--- src/rtl/text_display_pkg.sv ---
// Shared types and constants for the text display dwell timer.
package text_display_pkg;

  typedef enum logic [1:0] {
    IDLE = 2'b00,
    RUN  = 2'b01,
    DONE = 2'b10
  } tdt_state_e;

  localparam int unsigned TDT_DEFAULT_TC = 10;

  localparam logic MODE_ONESHOT = 1'b0;
  localparam logic MODE_RELOAD  = 1'b1;

endpackage

--- src/rtl/tdt_prescaler.sv ---
// Clock prescaler for the dwell timer: emits tick once every PRESCALE enabled clocks.
module tdt_prescaler #(
  parameter int unsigned PRESCALE = 1
) (
  input  logic clk,
  input  logic reset_n,
  input  logic enable,
  input  logic clear,
  output logic tick
);

  localparam int unsigned PW = (PRESCALE > 1) ? $clog2(PRESCALE) : 1;
  localparam logic [PW-1:0] LAST = PW'(PRESCALE - 1);

  logic [PW-1:0] pre_q;
  logic [PW-1:0] pre_d;

  assign tick = enable && (pre_q == LAST);

  // Next prescaler value: clear wins, then wrap at LAST on enabled clocks.
  always_comb begin
    pre_d = pre_q;
    if (clear) begin
      pre_d = {PW{1'b0}};
    end else if (enable) begin
      if (pre_q == LAST) begin
        pre_d = {PW{1'b0}};
      end else begin
        pre_d = pre_q + PW'(1);
      end
    end else begin
      pre_d = pre_q;
    end
  end

  // Prescaler register.
  always_ff @(posedge clk or negedge reset_n) begin
    if (!reset_n) begin
      pre_q <= {PW{1'b0}};
    end else begin
      pre_q <= pre_d;
    end
  end

endmodule

--- src/rtl/text_display_timer.sv ---
// Dwell timer for the text display path (IDLE/RUN/DONE, one-shot or auto-reload).
// Optional prescaler enabled with `define TDT_PRESCALE_EN.
module text_display_timer
  import text_display_pkg::*;
#(
  parameter int unsigned WIDTH      = 16,
  parameter int unsigned DEFAULT_TC = TDT_DEFAULT_TC,
  parameter int unsigned PRESCALE   = 1
) (
  input  logic             clk,
  input  logic             reset_n,
  input  logic             start,
  input  logic             stop,
  input  logic             enable,
  input  logic             reload_mode,
  input  logic [WIDTH-1:0] term_count,
  output logic [WIDTH-1:0] count,
  output logic             busy,
  output logic             done,
  output logic             end_pulse
);

  tdt_state_e       state_q, state_d;
  logic [WIDTH-1:0] count_q, count_d;
  logic [WIDTH-1:0] tc_q, tc_d;
  logic             mode_q, mode_d;
  logic             busy_q, busy_d;
  logic             done_q, done_d;
  logic             end_q, end_d;
  logic             tick_s;
  logic             term_tick_s;
  logic [WIDTH-1:0] tc_sel_s;

  assign tc_sel_s    = (term_count == {WIDTH{1'b0}}) ? WIDTH'(DEFAULT_TC) : term_count;
  assign term_tick_s = (state_q == RUN) && tick_s && (count_q == tc_q - WIDTH'(1))
                       && !start && !stop;

`ifdef TDT_PRESCALE_EN
  tdt_prescaler #(
    .PRESCALE (PRESCALE)
  ) u_prescaler (
    .clk     (clk),
    .reset_n (reset_n),
    .enable  (enable && (state_q == RUN)),
    .clear   (start || stop || term_tick_s),
    .tick    (tick_s)
  );
`else
  // Without the prescaler every enabled clock is a tick; a zero PRESCALE stays illegal.
  localparam logic PRESCALE_OK = (PRESCALE >= 1);
  assign tick_s = enable && PRESCALE_OK;
`endif

  // Next-state and registered-output computation; stop beats start beats counting.
  always_comb begin
    state_d = state_q;
    count_d = count_q;
    tc_d    = tc_q;
    mode_d  = mode_q;
    end_d   = 1'b0;
    if (stop) begin
      state_d = IDLE;
      count_d = {WIDTH{1'b0}};
    end else if (start) begin
      state_d = RUN;
      count_d = {WIDTH{1'b0}};
      tc_d    = tc_sel_s;
      mode_d  = reload_mode;
    end else begin
      case (state_q)
        RUN: begin
          if (term_tick_s) begin
            end_d = 1'b1;
            if (mode_q == MODE_RELOAD) begin
              count_d = {WIDTH{1'b0}};
            end else begin
              count_d = tc_q;
              state_d = DONE;
            end
          end else if (tick_s) begin
            count_d = count_q + WIDTH'(1);
          end else begin
            count_d = count_q;
          end
        end
        IDLE:    state_d = IDLE;
        DONE:    state_d = DONE;
        default: begin
          state_d = IDLE;
          count_d = {WIDTH{1'b0}};
        end
      endcase
    end
    busy_d = (state_d == RUN);
    done_d = (state_d == DONE);
  end

  // State, latched configuration and registered outputs.
  always_ff @(posedge clk or negedge reset_n) begin
    if (!reset_n) begin
      state_q <= IDLE;
      count_q <= {WIDTH{1'b0}};
      tc_q    <= WIDTH'(DEFAULT_TC);
      mode_q  <= MODE_ONESHOT;
      busy_q  <= 1'b0;
      done_q  <= 1'b0;
      end_q   <= 1'b0;
    end else begin
      state_q <= state_d;
      count_q <= count_d;
      tc_q    <= tc_d;
      mode_q  <= mode_d;
      busy_q  <= busy_d;
      done_q  <= done_d;
      end_q   <= end_d;
    end
  end

  assign count     = count_q;
  assign busy      = busy_q;
  assign done      = done_q;
  assign end_pulse = end_q;

endmodule
--- config.mk ---
export PLATFORM = sky130hd
export DESIGN_NAME = text_display_timer
export DESIGN_NICKNAME = d
export VERILOG_FILES = /design/src/rtl/text_display_pkg.sv /design/src/rtl/tdt_prescaler.sv /design/src/rtl/text_display_timer.sv
export SDC_FILE = /design/constraint.sdc
export NUM_CORES = 1
export LEC_CHECK = 0
export ABC_AREA = 1
export BUFFER_PORTS_ARGS = -buffer_cell sky130_fd_sc_hd__buf_2
export CAP_MARGIN = 15
export CORE_ASPECT_RATIO = 0.9
export CORE_MARGIN = 2
export CORE_UTILIZATION = 40
export CTS_CLUSTER_SIZE = 28
export DETAILED_ROUTE_END_ITERATION = 16
export PLACE_DENSITY = 0.68
export SLEW_MARGIN = 20
export SYNTH_ARGS = -nofsm -noshare
export SYNTH_HDL_FRONTEND = slang
export SYNTH_HIERARCHICAL = 1
export SYNTH_SLANG_ARGS = --single-unit
--- constraint.sdc ---
create_clock -name clk -period 1.98 [get_ports clk]
set_input_delay 0.396 -clock clk [delete_from_list [all_inputs] [get_ports clk]]
set_output_delay 0.396 -clock clk [all_outputs]
set_load 0.02 [all_outputs]
==> results of run 1 <==
-- routing by layer --
layer / part of all wire [%] / wire [microns] / up-vias / GRT usage [%]
met5: 0 / 0 / - / 0
met4: 1.7 / 129 / 0 / 7.08
met1: 47 / 3530 / 1321 / 27.2
li1: - / - / 1434 / -
met3: 4.4 / 332 / 11 / 3.03
met2: 47 / 3590 / 60 / 37.9
-- per-stage QoR --
stage                     std cells  total power [W]  util, %
after floorplan                 403          0.00114        -
after global placement          563          0.00132     49.9
after detailed placement        563          0.00132     50.0
after CTS                       576          0.00192     53.3
after global routing            576          0.00203     54.0
final                           576          0.00192     54.0
-- path summary, 6_finish.rpt --
check                            start       end  slack [ps]  cells past startpoint
setup / recovery               tc_q[1]  count[3]        -300                     15
hold / removal                 reset_n  tc_q[15]          50                      1
setup reg to reg               tc_q[1]  count[3]        -300                     15
hold reg to reg               tc_q[15]  tc_q[15]         540                      2
max in group asynchronous      reset_n   tc_q[1]        1380                      2
min in group clk           reload_mode    mode_q         310                      3
-- cell type report --
cell class	count	area share, %
multi-input combinational	300	45.3
sequential	38	27.1
timing repair buffer	80	15.4
inverter	60	6.40
tap	90	3.20
clock buffer	7	2.45
clock inverter	1	0.142
-- layout by cell type (no fill, tap or decap), types with 7 or more instances in the layout --
cell type,n
nor2_1,37
buf_2,40
buf_4,36
inv_2,7
dfrtp_1,35
nand2_1,128
nand3_1,22
inv_1,53
o21ai_0,25
o21ai_1,19
nand2_2,7
-- power groups by stage --
stage / Combinational, W / Clock, W / Sequential (W)
final: 0.000484 / 0.000562 / 0.000871
after CTS: 0.000475 / 0.000575 / 0.000870
after global placement: 0.000432 / 0 / 0.000884
after global routing: 0.000546 / 0.000602 / 0.000878
after floorplan: 0.000257 / 0 / 0.000883
after detailed placement: 0.000437 / 0 / 0.000885
-- cell families (layout without fill, tap and decap cells) --
family                   count (synthesis)  after routing  share of synthesized area (%)
AO/OA/AOI/OAI                           53             53                           10.1
XOR/XNOR                                11             11                           4.13
adder cells (fa/ha/maj)                  5              5                           2.35
buffers and inverters                   67            148                           9.99
flip-flops                              38             38                           35.7
AND/OR/NAND/NOR                        229            231                           37.7
-- worst max-delay path: cells and delay by family, from the launching register on --
family	cells	cell delay (ps)
AOI/OAI and AO/OA	3	330
adders and majority gates	1	270
buffers and inverters	2	190
DFF	1	540
and+or+nand+nor	9	880
-- cell usage after synthesis (all sizes together) --
cell type,count
nand4,4
ha,5
dfstp,2
buf,2
nor2,47
nand3,27
inv,60
nor3,4
xnor3,1
nand2,136
clkbuf,5
a22oi,2
xor2,6
a21oi,2
dfrtp,36
or2,3
nand3b,3
xnor2,4
o21ai,49
and2,1
nor4,4
-- flip-flops by register name (all words and copies together), names as in the netlist --
signal     cells
done           1
mode_q         1
state_q        2
busy           1
tc_q          16
end_pulse      1
count         16
-- repair_timing --
action	CTS	global route
cloned	2	0
buffers inserted	3	0
resized for setup	16	16
endpoints found under the setup margin	20	21
pin swaps	7	2
hold buffers	0	0
endpoints found under the hold margin	0	0
==> qor.yml, run 1 <==
power_frac_seq_pct: 45.4
die-width_microns: 90.1
post_drt_wl_per_cell_microns: 13.2
tightest_slew_ps: 780
yosysWarnings: 6
critPathLaunchType: "flop"
hold_path_class: "input port to async pin"
comb_power_share_pct: 25.2
path_clk_slew_ps: 80
fill_cells: 680
syn_to_final_growth_pct: 31.9
design_area_sq_mm: 0.00352
grt_pass1_wl_microns: 12300
overflow: 0
cp_common_cell: "nand2_1"
grt_antenna_before_repair: 0
antenna_cells: 0
grt_pass1_vias: 2688
vdd_ir_drop_max_uv: 412
ant_nets: 0
swShare_pct: 31.7
drive_above_1_share_pct: 27.8
cp_slowest_cell: "dfstp_2"
max_cap_violations: 0
period_minus_slack_ps: 2280
path_max_fanout: 8
numCtsBuffers: 5
clock-sinks: 38
required_ps: 2200
power.density_mw_per_mm2: 545
worst_skew_pair.late_latency_ps: 300
arrival_ps: 2500
grt_usage_pct: 21.3
dp_hpwl_microns: 5510
multiInputGateArea_sq_mm: 0.00159
drc: 0
p_leak_nw: 1.80
ys_seq_area_share_pct: 35.7
ctsHtreeMaxLevel: 2
drt_iter0_markers: 210
seq_area_sq_um: 955
clkPwrFrac_pct: 29.3
syn-cell-area_sq_mm: 0.00267
cts_root_buf: "clkbuf_8"
place_congestion: 0.843
clockBufferDepth: 2
place_area_sq_mm: 0.00326
die-area_sq_mm: 0.00734
synth_area_leaders: "dfrtp_1, nand2_1, inv_1"
finalHoldWorstSlack_ps: 54.1
dr.pass1.iters: 5
via_per_inst: 4.91
grt_max_degree: 21
routed_wl_microns: 7590
num_vias: 2826
skew_ps: 7.14
path_class: "flop to flop"
io_pins: 41
finalCritPeriodShare_pct: 115
finalWorstSetupSlack_ps: -299
tns_ps: -4940
slew_headroom_pct: 48.0
core_sq_mm: 0.00652
crit_path_end_kind: "flop"
start_util_pct: 40.9
p_sw_w: 0.000607
ys_ff_latch: 38
syn_nets: 430
critPathMaxStageDelay_ps: 540
nets: 512
setup_violations: 21
netlist_instances: 403
max_freq_mhz: 439
p_int_w: 0.00131
avgSynthCellArea_sq_um: 6.62
violations: "setup timing"
grt_setup_unrepaired: "true"
hold_viol: 0
portBuffers: 40
synth_top_area_share_pct: 33.8
rows: 28
status: "finished, violations left"
crit_chain: "inv_2 > ha_4 > o21ai_2 > nor2_1 > nand2_1 > nor2_1 > nand2_1 > nor2_1 > nand2_1 > nor2_4 > buf_12 > nand3_4 > o21ai_1 > nand2_1 > o21ai_1"
die_h_microns: 81.5
slew_viol_final: 0
ys_types: 28
yosysTopAreaCell: "dfrtp_1"
detailedPlace.worstSlack_ps: -272
cts_tree: "done"
No activity file was read; power rests on OpenSTA's default activity.
==> run 2: changes to the inputs <==
--- a/config.mk
+++ b/config.mk
@@ -5,7 +5,6 @@
 export SDC_FILE = /design/constraint.sdc
 export NUM_CORES = 1
 export LEC_CHECK = 0
-export ABC_AREA = 1
 export BUFFER_PORTS_ARGS = -buffer_cell sky130_fd_sc_hd__buf_2
 export CAP_MARGIN = 15
 export CORE_ASPECT_RATIO = 0.9
==> run 2 against run 1 <==
Effect of this change: the flow still finishes with violations (setup timing); maximum frequency decreased by 23%; global-route usage rose by 2.2 points; cell area up 11%; synthesized cell count down 32%; clock power is 20% higher; utilization rose by 6.1 points; routed wire length is 8.3% higher; critical path depth fell by 3; combinational power increased by 51%; highest routed layer unchanged.
==> qor.yml, run 2 <==
grt_pass1_vias: 2672
clock-sinks: 38
drt_iter0_markers: 162
slew_headroom_pct: 60.0
violations: "setup timing"
place_congestion: 0.889
path_max_fanout: 7
slew_viol_final: 0
worst_skew_pair.late_latency_ps: 300
dp_hpwl_microns: 6150
p_leak_nw: 1.76
tns_ps: -18350
worstRegToRegCells: 12
io_pins: 41
antenna_cells: 0
hold_viol: 0
synth.area.mux_share_pct: 8.18
die_h_microns: 81.4
dr.pass1.iters: 4
synth_xor_area_share_pct: 8.56
routed_wl_microns: 8220
num_vias: 2675
synth_fa_ha_area_share_pct: 2.35
synth_area_leaders: "dfrtp_1, mux2_2, xnor2_1"
crit_chain: "inv_2 > ha_4 > buf_6 > nor3b_4 > buf_4 > xnor2_1 > mux2i_1 > o21a_1 > or4b_4 > o21ba_4 > a32oi_1 > a21bo_1"
detailedPlace.worstSlack_ps: -1090
start_util_pct: 40.8
power.density_mw_per_mm2: 586
finalCritPeriodShare_pct: 150
critPathMaxStageDelay_ps: 550
netlist_instances: 276
place_area_sq_mm: 0.00356
synth-edff-count: 0
period_minus_slack_ps: 2960
cts_root_buf: "clkbuf_8"
path_clk_slew_ps: 80
vdd_ir_drop_max_uv: 466
crit_path_end_kind: "flop"
skew_ps: 4.40
overflow: 0
grt_antenna_before_repair: 0
rows: 28
startpoint: "tc_q[0]"
yosysMostFrequentCell: "dfrtp_1"
numCtsBuffers: 5
setup_violations: 21
r2r_start: "tc_q[0]"
ant_nets: 0
ctsHoldBuffers: 0
yosysTopAreaCell: "dfrtp_1"
arrival_ps: 3160
via_per_inst: 5.45
core_sq_mm: 0.00652
synth_top_family_by_area: "simple AND/OR/NAND/NOR gates"
clockBufferDepth: 2
ys_seq_area_share_pct: 35.8
finalWorstSetupSlack_ps: -981
cp_slowest_cell: "or4b_4"
cts_tree: "done"
die-area_sq_mm: 0.00732
syn_to_final_growth_pct: 47.1
yosysWarnings: 6
syn_nets: 303
fin_util_pct: 60.1
synth_flop_cell: "dfrtp_1"
grt_usage_pct: 23.5
design_area_sq_mm: 0.00392
ys_types: 53
tightest_slew_ps: 595
portBuffers: 40
reg2reg_to: "count[14]"
final_cell_mix: "buf_4, buf_2, dfrtp_1"
cp.buffers_inverters: 3
nets: 427
avgSynthCellArea_sq_um: 9.64
grt_setup_unrepaired: "true"
fill_cells: 558
ys_top_cells_by_count: "dfrtp_1, xnor2_1, inv_1, mux2_2, o21ai_1"
synth_compound_area_share_pct: 17.5
required_ps: 2180
ys_ff_latch: 38
max_cap_violations: 0
rrSetupSlack_ps: -980
yosys.area_share.simple_pct: 21.8
die-width_microns: 90.0
ctsHtreeMaxLevel: 2
grt_max_degree: 21
status: "finished, violations left"
post_drt_wl_per_cell_microns: 16.7
syn-cell-area_sq_mm: 0.00266
max_freq_mhz: 338
grt_pass1_wl_microns: 13300
critPathLaunchType: "flop"
hold_path_class: "input port to async pin"
drive_above_1_share_pct: 46.9
path_class: "flop to flop"
synth_top_area_share_pct: 33.9
postSynth.asyncResetShare_pct: 100
layout_commonest_cell: "buf_4"
drc: 0
crit_family: "simple AND/OR/NAND/NOR gates"
==> run 2: cell type report <==
| cell class | count | area, sq um | share of cell area, % |
|---|---|---|---|
| clock buffer | 5 | 68.8 | 1.76 |
| clock inverter | 3 | 40.0 | 1.02 |
| inverter | 15 | 56.3 | 1.44 |
| multi-input combinational | 208 | 1710 | 43.8 |
| sequential | 38 | 953 | 24.4 |
| tap | 90 | 113 | 2.88 |
| timing repair buffer | 132 | 971 | 24.8 |
==> run 2: kinds of logic (layout without fill, tap and decap cells) <==
| group | after synthesis | in the layout |
|---|---|---|
| xor gates and xnor gates | 26 | 26 |
| buffers and inverters | 31 | 155 |
| and+or+nand+nor | 93 | 93 |
| muxes | 20 | 20 |
| adders and majority gates | 5 | 5 |
| DFF | 38 | 38 |
| AOI/OAI and AO/OA | 63 | 64 |
==> run 2: power breakdown <==
group / switching, W / internal [W]
combinational: 0.000360 / 0.000373
clock: 0.000303 / 0.000371
sequential: 0.0000484 / 0.000838
==> run 2: worst max path at each step <==
stage	to	slack [ps]	cells after the start
floorplan	count[9]	-940	11
global placement	done	-980	11
detailed placement	done	-1090	13
CTS	count[14]	-970	11
global route	count[14]	-1110	10
finish	count[14]	-980	12
==> run 2: per-layer routing <==
layer	share of wire (%)	vias up	track usage (%)
li1	-	1276	-
met1	45	1282	31.2
met2	45	100	37.7
met3	7.2	17	4.82
met4	2.6	0	10.3
met5	0	-	0
==> run 2: what timing repair did <==
item	CTS	global route
gates resized for setup	16	14
gates cloned	1	0
pin swaps	12	7
endpoints found under the setup margin	21	21
setup buffers	10	2
==> run 2: metrics by stage <==
| step | cells | total power (W) | hold slack (ps) |
|---|---|---|---|
| 2_1_floorplan | 276 | 0.00124 | 100 |
| 3_3_place_gp | 470 | 0.00152 | 382 |
| 3_5_place_dp | 470 | 0.00153 | 390 |
| 4_1_cts | 489 | 0.00226 | 64.6 |
| 5_1_grt | 491 | 0.00240 | 79.6 |
| 6_report | 491 | 0.00229 | 60.7 |
